==> config.mk <==
export PLATFORM = sky130hd
export DESIGN_NAME = uart_cmd_sender
export DESIGN_NICKNAME = d
export VERILOG_FILES = /design/src/rtl/uart_cmd_pkg.sv /design/src/rtl/uart_cmd_sender_nib2ascii.sv /design/src/rtl/uart_cmd_sender.sv
export SDC_FILE = /design/constraint.sdc
export NUM_CORES = 1
export LEC_CHECK = 0
export BUFFER_PORTS_ARGS = -buffer_cell sky130_fd_sc_hd__buf_4
export CAP_MARGIN = 20
export CORE_ASPECT_RATIO = 1.2
export CORE_MARGIN = 3
export CORE_UTILIZATION = 35
export DETAILED_ROUTE_END_ITERATION = 10
export GPL_TIMING_DRIVEN = 1
export HOLD_SLACK_MARGIN = 0.02
export PLACE_DENSITY = 0.53
export SLEW_MARGIN = 30
export SYNTH_ARGS = -nofsm -noshare
export SYNTH_HDL_FRONTEND = slang
export SYNTH_HIERARCHICAL = 1
export SYNTH_SLANG_ARGS = --single-unit
==> constraint.sdc <==
create_clock -name clk -period 4.35 [get_ports clk]
set_input_delay 0.6525 -clock clk [delete_from_list [all_inputs] [get_ports clk]]
set_output_delay 0.6525 -clock clk [all_outputs]
set_load 0.005 [all_outputs]
==> src/rtl/uart_cmd_pkg.sv <==
// uart_cmd_pkg: shared command codes, FSM states and ASCII constants for uart_cmd_sender
package uart_cmd_pkg;
  typedef enum logic [1:0] {CMD_WADR, CMD_WDATA, CMD_GO, CMD_QUIT} cmd_t;
  typedef enum logic [2:0] {S_IDLE, S_CMD, S_SP, S_HEX, S_CR, S_LF} state_t;
  localparam logic [7:0] ASC_W  = 8'h77;
  localparam logic [7:0] ASC_G  = 8'h67;
  localparam logic [7:0] ASC_Q  = 8'h71;
  localparam logic [7:0] ASC_SP = 8'h20;
  localparam logic [7:0] ASC_CR = 8'h0d;
  localparam logic [7:0] ASC_LF = 8'h0a;
endpackage

==> src/rtl/uart_cmd_sender_nib2ascii.sv <==
// nib2ascii: combinational 4-bit nibble to ASCII hex digit
module nib2ascii #(
  parameter bit HEX_UPPER = 1'b0
) (
  input  logic [3:0] nib,
  output logic [7:0] ch
);
  always_comb begin
    ch = (nib < 4'd10) ? 8'h30 + {4'h0, nib} : (HEX_UPPER ? 8'h37 : 8'h57) + {4'h0, nib};
  end
endmodule

==> src/rtl/uart_cmd_sender.sv <==
// uart_cmd_sender: formats monitor command lines as ASCII and streams them into a char/we/full byte path
module uart_cmd_sender
  import uart_cmd_pkg::*;
#(
  parameter bit CRLF      = 1'b1,
  parameter bit HEX_UPPER = 1'b0
) (
  input  logic        clk,
  input  logic        rst_n,
  input  logic        cmd_valid,
  input  logic [1:0]  cmd_type,
  input  logic [31:0] cmd_arg,
  output logic        cmd_ready,
  output logic [7:0]  tx_char,
  output logic        tx_we,
  input  logic        tx_full,
  output logic        busy
);
  localparam state_t TERM_S = CRLF ? S_CR : S_LF;
  state_t      state, state_n;
  logic [2:0]  cnt, cnt_n;
  cmd_t        typ;
  logic [31:0] arg;
  logic [7:0]  hex_ch;
  nib2ascii #(.HEX_UPPER(HEX_UPPER)) u_nib (
    .nib(arg[{cnt, 2'b00} +: 4]),
    .ch (hex_ch)
  );
  assign busy      = state != S_IDLE;
  assign cmd_ready = !busy;
  assign tx_we     = busy && !tx_full;
  always_ff @(posedge clk or negedge rst_n) begin
    if (!rst_n) begin
      state <= S_IDLE;
      cnt   <= 3'd7;
      typ   <= CMD_WADR;
      arg   <= '0;
    end else begin
      state <= state_n;
      cnt   <= cnt_n;
      if (cmd_valid && cmd_ready) begin
        typ <= cmd_t'(cmd_type);
        arg <= cmd_arg;
      end
    end
  end
  // the 3-bit counter wraps 0 -> 7 on the last digit, so it is ready for the next line
  always_comb begin
    cnt_n   = (state == S_HEX && tx_we) ? cnt - 3'd1 : cnt;
    state_n = (state == S_IDLE) ? (cmd_valid ? (cmd_t'(cmd_type) == CMD_WDATA ? S_HEX : S_CMD) : S_IDLE)
            : !tx_we            ? state
            : (state == S_CMD)  ? (typ == CMD_QUIT ? TERM_S : S_SP)
            : (state == S_SP)   ? S_HEX
            : (state == S_HEX)  ? (cnt == 3'd0 ? TERM_S : S_HEX)
            : (state == S_CR)   ? S_LF
            : S_IDLE;
    tx_char = (state == S_CMD) ? (typ == CMD_WADR ? ASC_W : typ == CMD_GO ? ASC_G : ASC_Q)
            : (state == S_SP)  ? ASC_SP
            : (state == S_HEX) ? hex_ch
            : (state == S_CR)  ? ASC_CR
            : ASC_LF;
  end
endmodule

==> flow_summary.json, run 1 <==
{
  "worst_slack_ns": 0.930,
  "max_freq_mhz": 292,
  "endpoint_kind": "primary output",
  "die_area_um2": 7140,
  "maxCapViolCount": 0,
  "hpwl_mm": 3.44,
  "root_buffer": "clkbuf_8",
  "clockBufferDepth": 2,
  "syn_inst": 170,
  "path_cells": "mux4_2 > mux2_2 > inv_1 > ha_1 > nand3_1 > o21ai_0 > a21oi_1 > o21ai_0 > buf_4",
  "antenna_left": 0,
  "cp_slowest_cell": "dfstp_2",
  "dr_total_vias": 1441,
  "antenna_found_initial": 0,
  "routed_wl_mm": 4.46,
  "drt_iter0_markers": 64,
  "vdd_ir_drop_max_uv": 283,
  "grt_max_degree": 41,
  "multi_input_area_um2": 1040,
  "hp-class": "in2async",
  "status": "completed",
  "port_buffers": 47,
  "ctsResizeCount": 0,
  "yosysTopAreaCell": "dfrtp_1",
  "clk_latency_ns": 0.29,
  "r2r_cells": 4,
  "synth.avg_cell_area_um2": 12.7,
  "initial_core_util_pct": 37.1,
  "clk_pin_slew_worst_paths_ns": 0.08,
  "yosysWarnings": 6,
  "die_y_um": 92.0,
  "regArea_um2": 1000,
  "rows": 30,
  "num-nets-final": 255,
  "synth_top_cell_area_share_pct": 42.9,
  "ys_types": 37,
  "p_leak_nw": 1.17,
  "crit_top_cell": "o21ai_0",
  "grt_pass1_vias": 1502,
  "antennaDiodeCount": 0,
  "drtPass1Iterations": 4,
  "r2r_setup_slack_ns": 2.11,
  "grt_usage_pct": 13.3,
  "cp_max_fo": 9,
  "syn_nets": 211,
  "netlist_top_cells_area": "dfrtp_1, mux2_2, mux4_2, dfstp_2, a21oi_1",
  "tritoncts_num_sinks": 40,
  "tightestPinTransition_ns": 0.625,
  "seq_area_frac_synth_pct": 46.6,
  "synth_seq_cells": 40,
  "cts_tree": "yes",
  "powerDensity_nw_per_um2": 789,
  "critPathRequiredTime_ns": 3.70,
  "grt_pass1_wl_mm": 7.54,
  "clock_skew_ns": 0.00322,
  "hold_viol": 0,
  "r2r-end": "arg[28]$_DFFE_PN0P_",
  "syn2layout_area_growth_pct": 23.3,
  "rsz0062_at_grt": "no",
  "numCtsBuffers": 5,
  "layout-drive-gt1-share_pct": 51.6,
  "routedWlPerCell_um": 15.1,
  "min_period_over_period_pct": 78.6,
  "grt_overflow": 0,
  "reg2reg_from": "state[1]$_DFFE_PN0P_",
  "drt-vias-per-instance": 4.88,
  "drv_slew": 0,
  "drcViolationCount": 0,
  "critical-path-max-stage-delay_ns": 0.70,
  "die_w_um": 77.6,
  "postCtsSetupBuffers": 0,
  "cts_hold_buf": 0,
  "setup_violations": 0,
  "fin_crit_ns": 3.42,
  "synth_area_um2": 2160,
  "dp_slack_ns": 1.21,
  "core_um2": 5820,
  "crit_type": "reg2out",
  "finalSetupTns_ns": 0,
  "h-tree-depth": 2,
  "arrival_ns": 2.77,
  "n_fill_cell": 550,
  "slew-limit-headroom_pct": 58.3,
  "ios": 49,
  "place.gp.congestion": 0.743,
  "startpoint_type": "flop"
}
routing by layer:
layer	GRT usage [%]	routed length, um	vias to the layer above
li1	-	-	693
met1	18.0	1970	710
met2	20.7	2230	34
met3	3.24	207	4
met4	4.45	46	0
met5	0	0	-
metrics by stage:
step                instances  instance area, um^2  hold WS (ns)  utilization (%)  total power, W
finish                    295                 2660         0.333             45.7         0.00210
global route              295                 2660         0.372             45.7         0.00227
CTS                       295                 2660         0.350             45.7         0.00213
detailed placement        287                 2550         0.495             43.8         0.00182
global placement          286                 2540         0.486             43.6         0.00178
floorplan                 170                 2160         0.357                -         0.00150
how the worst max path moves through the flow:
stage                            end               start  depth (start not counted)
after floorplan           tx_char[2]  cnt[0]$_DFFE_PN1P_                          9
after global placement    tx_char[2]  cnt[0]$_DFFE_PN1P_                          9
after detailed placement  tx_char[2]  cnt[0]$_DFFE_PN1P_                          9
after CTS                 tx_char[2]  cnt[0]$_DFFE_PN1P_                          9
after global routing      tx_char[2]  cnt[0]$_DFFE_PN1P_                          9
final                     tx_char[2]  cnt[0]$_DFFE_PN1P_                          9
state kept, by name, indices dropped and copies added, names as in the netlist:
signal,flops
state,3
cnt,3
arg,32
typ,2
where the power goes:
part	switching, W	leakage [nW]	internal [W]
logic	0.000384	0.640	0.000633
registers	0.000207	0.478	0.000570
clock network	0.000133	0.0541	0.000170
cell usage after synthesis:
cell / count
nand2_1: 5
ha_1: 3
and3_1: 1
a32oi_1: 1
nand3_1: 2
o21a_1: 2
conb_1: 2
mux4_2: 8
a21boi_0: 1
a21oi_1: 10
inv_1: 8
dfstp_2: 3
mux2_2: 38
nor3b_1: 3
buf_2: 2
nor3_1: 1
o32ai_1: 1
xnor2_2: 1
o21a_4: 1
nor2_1: 6
a21bo_2: 1
nor4b_4: 1
buf_4: 2
a211oi_1: 1
or3_1: 1
dfrtp_1: 37
xnor2_1: 2
clkbuf_1: 5
nand2b_1: 2
o31ai_1: 1
and4bb_2: 1
nand3b_1: 2
nor2b_1: 5
o22ai_1: 1
a311oi_1: 1
o21ai_0: 5
buf_6: 3
placed cells by master (no fill, tap or decap), types with 3 or more instances in the layout:
master and count:
a21oi_1 10, buf_4 49, clkbuf_8 5, dfrtp_1 37, dfstp_2 3, ha_1 3, inv_1 8, mux2_2 38
mux4_2 8, nand2_1 5, nor2_1 6, nor2b_1 5, nor3b_1 3, o21ai_0 5
final cells by class:
| type | instances | area share, % |
|---|---|---|
| repair buffers | 49 | 13.8 |
| flip-flops and latches | 40 | 37.8 |
| well taps | 80 | 3.77 |
| inverters | 8 | 1.13 |
| clock buffers | 5 | 2.59 |
| multi-input cells | 110 | 39.3 |
| clock inverters | 3 | 1.60 |
cell families after synthesis:
group | Yosys count | synth area share, %
other | 2 | 0.348
DFF | 40 | 46.6
adders and majority gates | 3 | 1.74
xor gates and xnor gates | 3 | 1.57
and+or+nand+nor | 30 | 8.65
muxes | 46 | 28.2
buffers and inverters | 20 | 4.99
AOI/OAI and AO/OA | 26 | 7.89
critical path: cells and delay by family, from the launching register on:
family,cells,cell delay (ns)
compound gates,3,0.43
fa+ha+maj,1,0.20
buf+inv,2,0.25
flops,1,0.70
mux,2,0.82
simple gates,1,0.08
Note: power is estimated with default switching activity, not from simulation.
==> run 2: changes to the inputs <==
==> constraint.sdc (replaced) <==
create_clock -name clk -period 3.5 [get_ports clk]
set_input_delay 0.525 -clock clk [delete_from_list [all_inputs] [get_ports clk]]
set_output_delay 0.525 -clock clk [all_outputs]
set_load 0.005 [all_outputs]
==> run 2 against run 1 <==
Power grew 26%. Global-route usage rose by 0.054 points. Worst hold slack lost 0.13 ns. Clock power is 34% higher. Final area rose by 0.71%. First-iteration DRC count grew 20%. Combinational power grew 25%. Flip-flop and latch count unchanged. Non-clock buffer count unchanged. Core utilization up 0.32 points. Setup slack got worse by 0.69 ns. Critical path type unchanged. Critical endpoint unchanged.
==> flow_summary.json, run 2 (synthesized netlist as in run 1, its figures left out) <==
{
  "status": "completed",
  "slew-limit-headroom_pct": 57.4,
  "tritoncts_num_sinks": 40,
  "grt_pass1_wl_mm": 7.56,
  "finalSetupTns_ns": 0,
  "switchingPower_w": 0.000893,
  "hp-class": "in2async",
  "die_area_um2": 7140,
  "antenna_found_initial": 0,
  "worst_slack_ns": 0.235,
  "swShare_pct": 33.7,
  "rows": 30,
  "cp_slowest_cell": "dfstp_4",
  "cp.buffers_inverters": 2,
  "drcViolationCount": 0,
  "pwr-share-seq_pct": 36.5,
  "post-place-cells": 287,
  "r2r_setup_slack_ns": 1.69,
  "numCtsBuffers": 5,
  "grt_usage_pct": 13.3,
  "path_cells": "mux4_2 > mux2_2 > inv_1 > ha_1 > nand3_1 > o21ai_0 > a21oi_1 > o21ai_1 > buf_4",
  "endpoint_kind": "primary output",
  "initial_core_util_pct": 37.1,
  "grt_max_degree": 41,
  "powerDensity_nw_per_um2": 989,
  "routed_wl_mm": 4.40,
  "comb_power_share_pct": 48.3,
  "drv_slew": 0,
  "p_leak_nw": 1.18,
  "vdd_ir_drop_max_uv": 393,
  "rsz0062_at_grt": "no",
  "port_buffers": 47,
  "clkPwrFrac_pct": 15.3,
  "crit_start": "cnt[0]$_DFFE_PN1P_",
  "drt_iter0_markers": 77,
  "dr_total_vias": 1451,
  "h-tree-depth": 2,
  "die_y_um": 92.0,
  "clk_pin_slew_worst_paths_ns": 0.07,
  "dp_slack_ns": 0.468,
  "placed_cell_area_um2": 2550,
  "r2r-end": "arg[29]$_DFFE_PN0P_",
  "critPathRequiredTime_ns": 2.97,
  "grt_pass1_vias": 1585,
  "setup_violations": 0,
  "startpoint_type": "flop",
  "hold_viol": 0,
  "cts_tree": "yes",
  "crit_type": "reg2out",
  "routedWlPerCell_um": 14.9,
  "cp_max_fo": 9,
  "antenna_left": 0,
  "reg2reg_from": "state[1]$_DFFE_PN0P_",
  "arrival_ns": 2.74,
  "clk_latency_ns": 0.29,
  "drtPass1Iterations": 4,
  "internal-power_w": 0.00175,
  "max_freq_mhz": 306,
  "fin_crit_ns": 3.26,
  "drt-vias-per-instance": 4.92,
  "root_buffer": "clkbuf_8",
  "crit_family": "multiplexers",
  "largest_register_ffs": 32,
  "layout_commonest_cell": "buf_4",
  "ctsResizeCount": 0,
  "antennaDiodeCount": 0,
  "num-nets-final": 255,
  "layout-drive-gt1-share_pct": 51.6,
  "min_period_over_period_pct": 93.3,
  "grt_overflow": 0,
  "layout.cells.non_filler": 295,
  "die_w_um": 77.6,
  "fin_area_um2": 2680,
  "clock_skew_ns": 0.00348,
  "cts_hold_buf": 0,
  "place.gp.congestion": 0.758,
  "clockBufferDepth": 2,
  "regMostFlops": "arg",
  "syn2layout_area_growth_pct": 24.1,
  "ios": 49,
  "postCtsSetupBuffers": 0,
  "critical-path-max-stage-delay_ns": 0.71,
  "hpwl_mm": 3.40,
  "maxCapViolCount": 0,
  "r2r_cells": 3,
  "mostFrequentLayoutCells": "buf_4, mux2_2, dfrtp_1",
  "core_um2": 5820,
  "reg.largest.list": "arg: 32 flops, cnt: 3 flops, state: 3 flops",
  "tightestPinTransition_ns": 0.639
}
-- run 2: changes by cell type in the layout (fill, tap and decap cells not counted), sizes merged --
| cell | before | now |
|---|---|---|
| clkbuf | 5 | 7 |
| clkinv | 1 | 0 |
| clkinvlp | 1 | 0 |
-- run 2: metal layers --
layer	global-route usage [%]	routed length, um	vias to the layer above
met4	4.90	44	0
met5	0	0	-
li1	-	-	692
met3	3.05	244	4
met1	16.8	1890	714
met2	22.1	2220	41
-- run 2: final cells by class --
cell class                      instances  area (um^2)
Clock buffer                            7         96.3
Clock inverter                          1         30.0
Fill cell                             564         3140
Inverter                                8         30.0
Multi-Input combinational cell        110         1040
Sequential cell                        40         1010
Tap cell                               80          100
Timing Repair Buffer                   49          368
-- run 2: power by group through the flow --
| stage | Sequential, W | Combinational (W) | Clock (W) |
|---|---|---|---|
| after detailed placement | 0.000983 | 0.00128 | 0 |
| after global placement | 0.000977 | 0.00124 | 0 |
| final | 0.000965 | 0.00128 | 0.000405 |
| after floorplan | 0.000803 | 0.00106 | 0 |
| after global routing | 0.00101 | 0.00142 | 0.000435 |
| after CTS | 0.000972 | 0.00129 | 0.000420 |
-- run 2: worst max-delay path by stage --
stage | endpoint | slack (ns) | cells after the start
6_report | tx_char[2] | 0.24 | 9
5_1_grt | tx_char[2] | 0.003 | 9
4_1_cts | tx_char[2] | 0.13 | 9
3_5_place_dp | tx_char[2] | 0.47 | 9
3_3_place_gp | tx_char[2] | 0.54 | 9
2_1_floorplan | tx_char[2] | 0.72 | 9
-- run 2: stage by stage --
stage | hold WS (ns) | total power (W) | utilization, %
floorplan | 0.229 | 0.00186 | -
global placement | 0.486 | 0.00222 | 43.8
detailed placement | 0.492 | 0.00226 | 43.8
CTS | 0.217 | 0.00268 | 45.9
global route | 0.233 | 0.00287 | 46.0
finish | 0.204 | 0.00265 | 46.0
==> run 3: changes to the inputs <==
--- a/config.mk
+++ b/config.mk
@@ -11,7 +11,7 @@
 export CORE_MARGIN = 3
 export CORE_UTILIZATION = 35
 export DETAILED_ROUTE_END_ITERATION = 10
-export GPL_TIMING_DRIVEN = 1
+export GPL_TIMING_DRIVEN = 0
 export HOLD_SLACK_MARGIN = 0.02
 export PLACE_DENSITY = 0.53
 export SLEW_MARGIN = 30
==> run 3 against run 2 <==
Clock power is 22% lower. Die area stayed put. Clock skew is 0.0014 ns higher. Critical path type unchanged. Critical endpoint unchanged.
==> flow_summary.json, run 3 (synthesized netlist as in run 1, its figures left out) <==
{
  "antenna_left": 0,
  "finalSetupTns_ns": 0,
  "die_y_um": 92.0,
  "p_leak_nw": 1.19,
  "grt_pass1_wl_mm": 8.04,
  "core_um2": 5820,
  "hold_viol": 0,
  "die_w_um": 77.6,
  "clk_pin_slew_worst_paths_ns": 0.08,
  "setup_violations": 0,
  "layout-drive-gt1-share_pct": 51.6,
  "layout.cells.non_filler": 303,
  "multi_input_area_um2": 1040,
  "antennaDiodeCount": 0,
  "clock_skew_ns": 0.00488,
  "port_buffers": 47,
  "mostFrequentLayoutCells": "buf_4, mux2_2, dfrtp_1",
  "status": "completed",
  "largest_register_ffs": 32,
  "tightestPinTransition_ns": 0.698,
  "initial_core_util_pct": 37.1,
  "clk_latency_ns": 0.29,
  "grt_overflow": 0,
  "vdd_ir_drop_max_uv": 373,
  "ios": 49,
  "numCtsBuffers": 5,
  "routedWlPerCell_um": 15.2,
  "max_freq_mhz": 297,
  "drtPass1Iterations": 4,
  "holdWs_ns": 0.203,
  "grt_usage_pct": 14.4,
  "cts_hold_buf": 0,
  "syn2layout_area_growth_pct": 25.1,
  "powerDensity_nw_per_um2": 962,
  "fin_crit_ns": 3.37,
  "tritoncts_num_sinks": 40,
  "min_period_over_period_pct": 96.2,
  "reg.largest.list": "arg: 32 flops, cnt: 3 flops, state: 3 flops",
  "maxCapViolCount": 0,
  "critPathRequiredTime_ns": 2.97,
  "drt_iter0_markers": 43,
  "routed_wl_mm": 4.60,
  "n_fill_cell": 545,
  "grt_max_degree": 41,
  "drt-vias-per-instance": 4.91,
  "clockBufferDepth": 2,
  "post-place-cells": 297,
  "regMostFlops": "arg",
  "place.gp.congestion": 0.834,
  "slew-limit-headroom_pct": 53.3,
  "h-tree-depth": 2,
  "antenna_found_initial": 0,
  "regArea_um2": 1010,
  "cp_max_fo": 9,
  "hpwl_mm": 3.50,
  "dr_total_vias": 1489,
  "grt_pass1_vias": 1673,
  "endpoint_kind": "primary output",
  "hp-class": "in2async",
  "drcViolationCount": 0,
  "arrival_ns": 2.84,
  "crit_type": "reg2out",
  "root_buffer": "clkbuf_8",
  "rows": 30,
  "cts_tree": "yes",
  "rsz0062_at_grt": "no",
  "layout_commonest_cell": "buf_4",
  "drv_slew": 0,
  "num-nets-final": 263,
  "startpoint_type": "flop",
  "die_area_um2": 7140
}
[run 3: layout make-up]
type	count	share of cell area (%)
Sequential cell	40	37.4
Clock inverter	2	0.371
Buffer	10	2.55
Timing Repair Buffer	47	13.1
Tap cell	80	3.71
Inverter	8	1.11
Clock buffer	6	3.06
Multi-Input combinational cell	110	38.7
[run 3: what timing repair did]
item,4_1_cts,5_1_grt
resized for setup,0,1
pin swaps,0,0
setup endpoints to repair,1,2
buffers inserted,0,0
[run 3: critical path, cell delays in order, from the launching register on]
cell and delay [ns]:
dfstp_4 0.73, mux4_2 0.53, mux2_2 0.28, inv_1 0.13, ha_1 0.21, nand3_1 0.08
o21ai_0 0.18, a21oi_1 0.09, o21ai_0 0.18, buf_4 0.14
[run 3: per-layer routing]
layer  global-route usage [%]  vias to the layer above  share of wire (%)
li1                         -                      710                  -
met1                     17.9                      740                 43
met2                     24.4                       34                 50
met3                     3.24                        5                5.2
met4                     4.90                        0                1.6
met5                        0                        -                  0
[run 3: power by group]
group	switching [W]	total [W]	internal, W
Clock	0.000158	0.000315	0.000157
Combinational	0.000575	0.00138	0.000806
Sequential	0.000186	0.000898	0.000712
Total	0.000918	0.00259	0.00168
[run 3: final timing paths]
path	slack (ns)	start	end	cells after the start
hold reg to reg	0.51	arg[10]$_DFFE_PN0P_	arg[10]$_DFFE_PN0P_	1
max in group asynchronous	2.94	rst_n	cnt[1]$_DFFE_PN1P_	1
min in group clk	0.46	cmd_arg[19]	arg[19]$_DFFE_PN0P_	2
setup reg to reg	1.64	state[2]$_DFFE_PN0P_	arg[28]$_DFFE_PN0P_	3
setup / recovery	0.13	cnt[0]$_DFFE_PN1P_	tx_char[2]	9
hold / removal	0.20	rst_n	typ[1]$_DFFE_PN0P_	1
[run 3: through the flow]
step	total power, W	setup WS [ns]	cell area, um^2	util [%]
floorplan	0.00186	0.717	2160	-
global placement	0.00226	0.335	2610	44.8
detailed placement	0.00230	0.307	2610	44.8
CTS	0.00262	0.0630	2690	46.3
global route	0.00283	0.0188	2700	46.3
finish	0.00259	0.133	2700	46.3
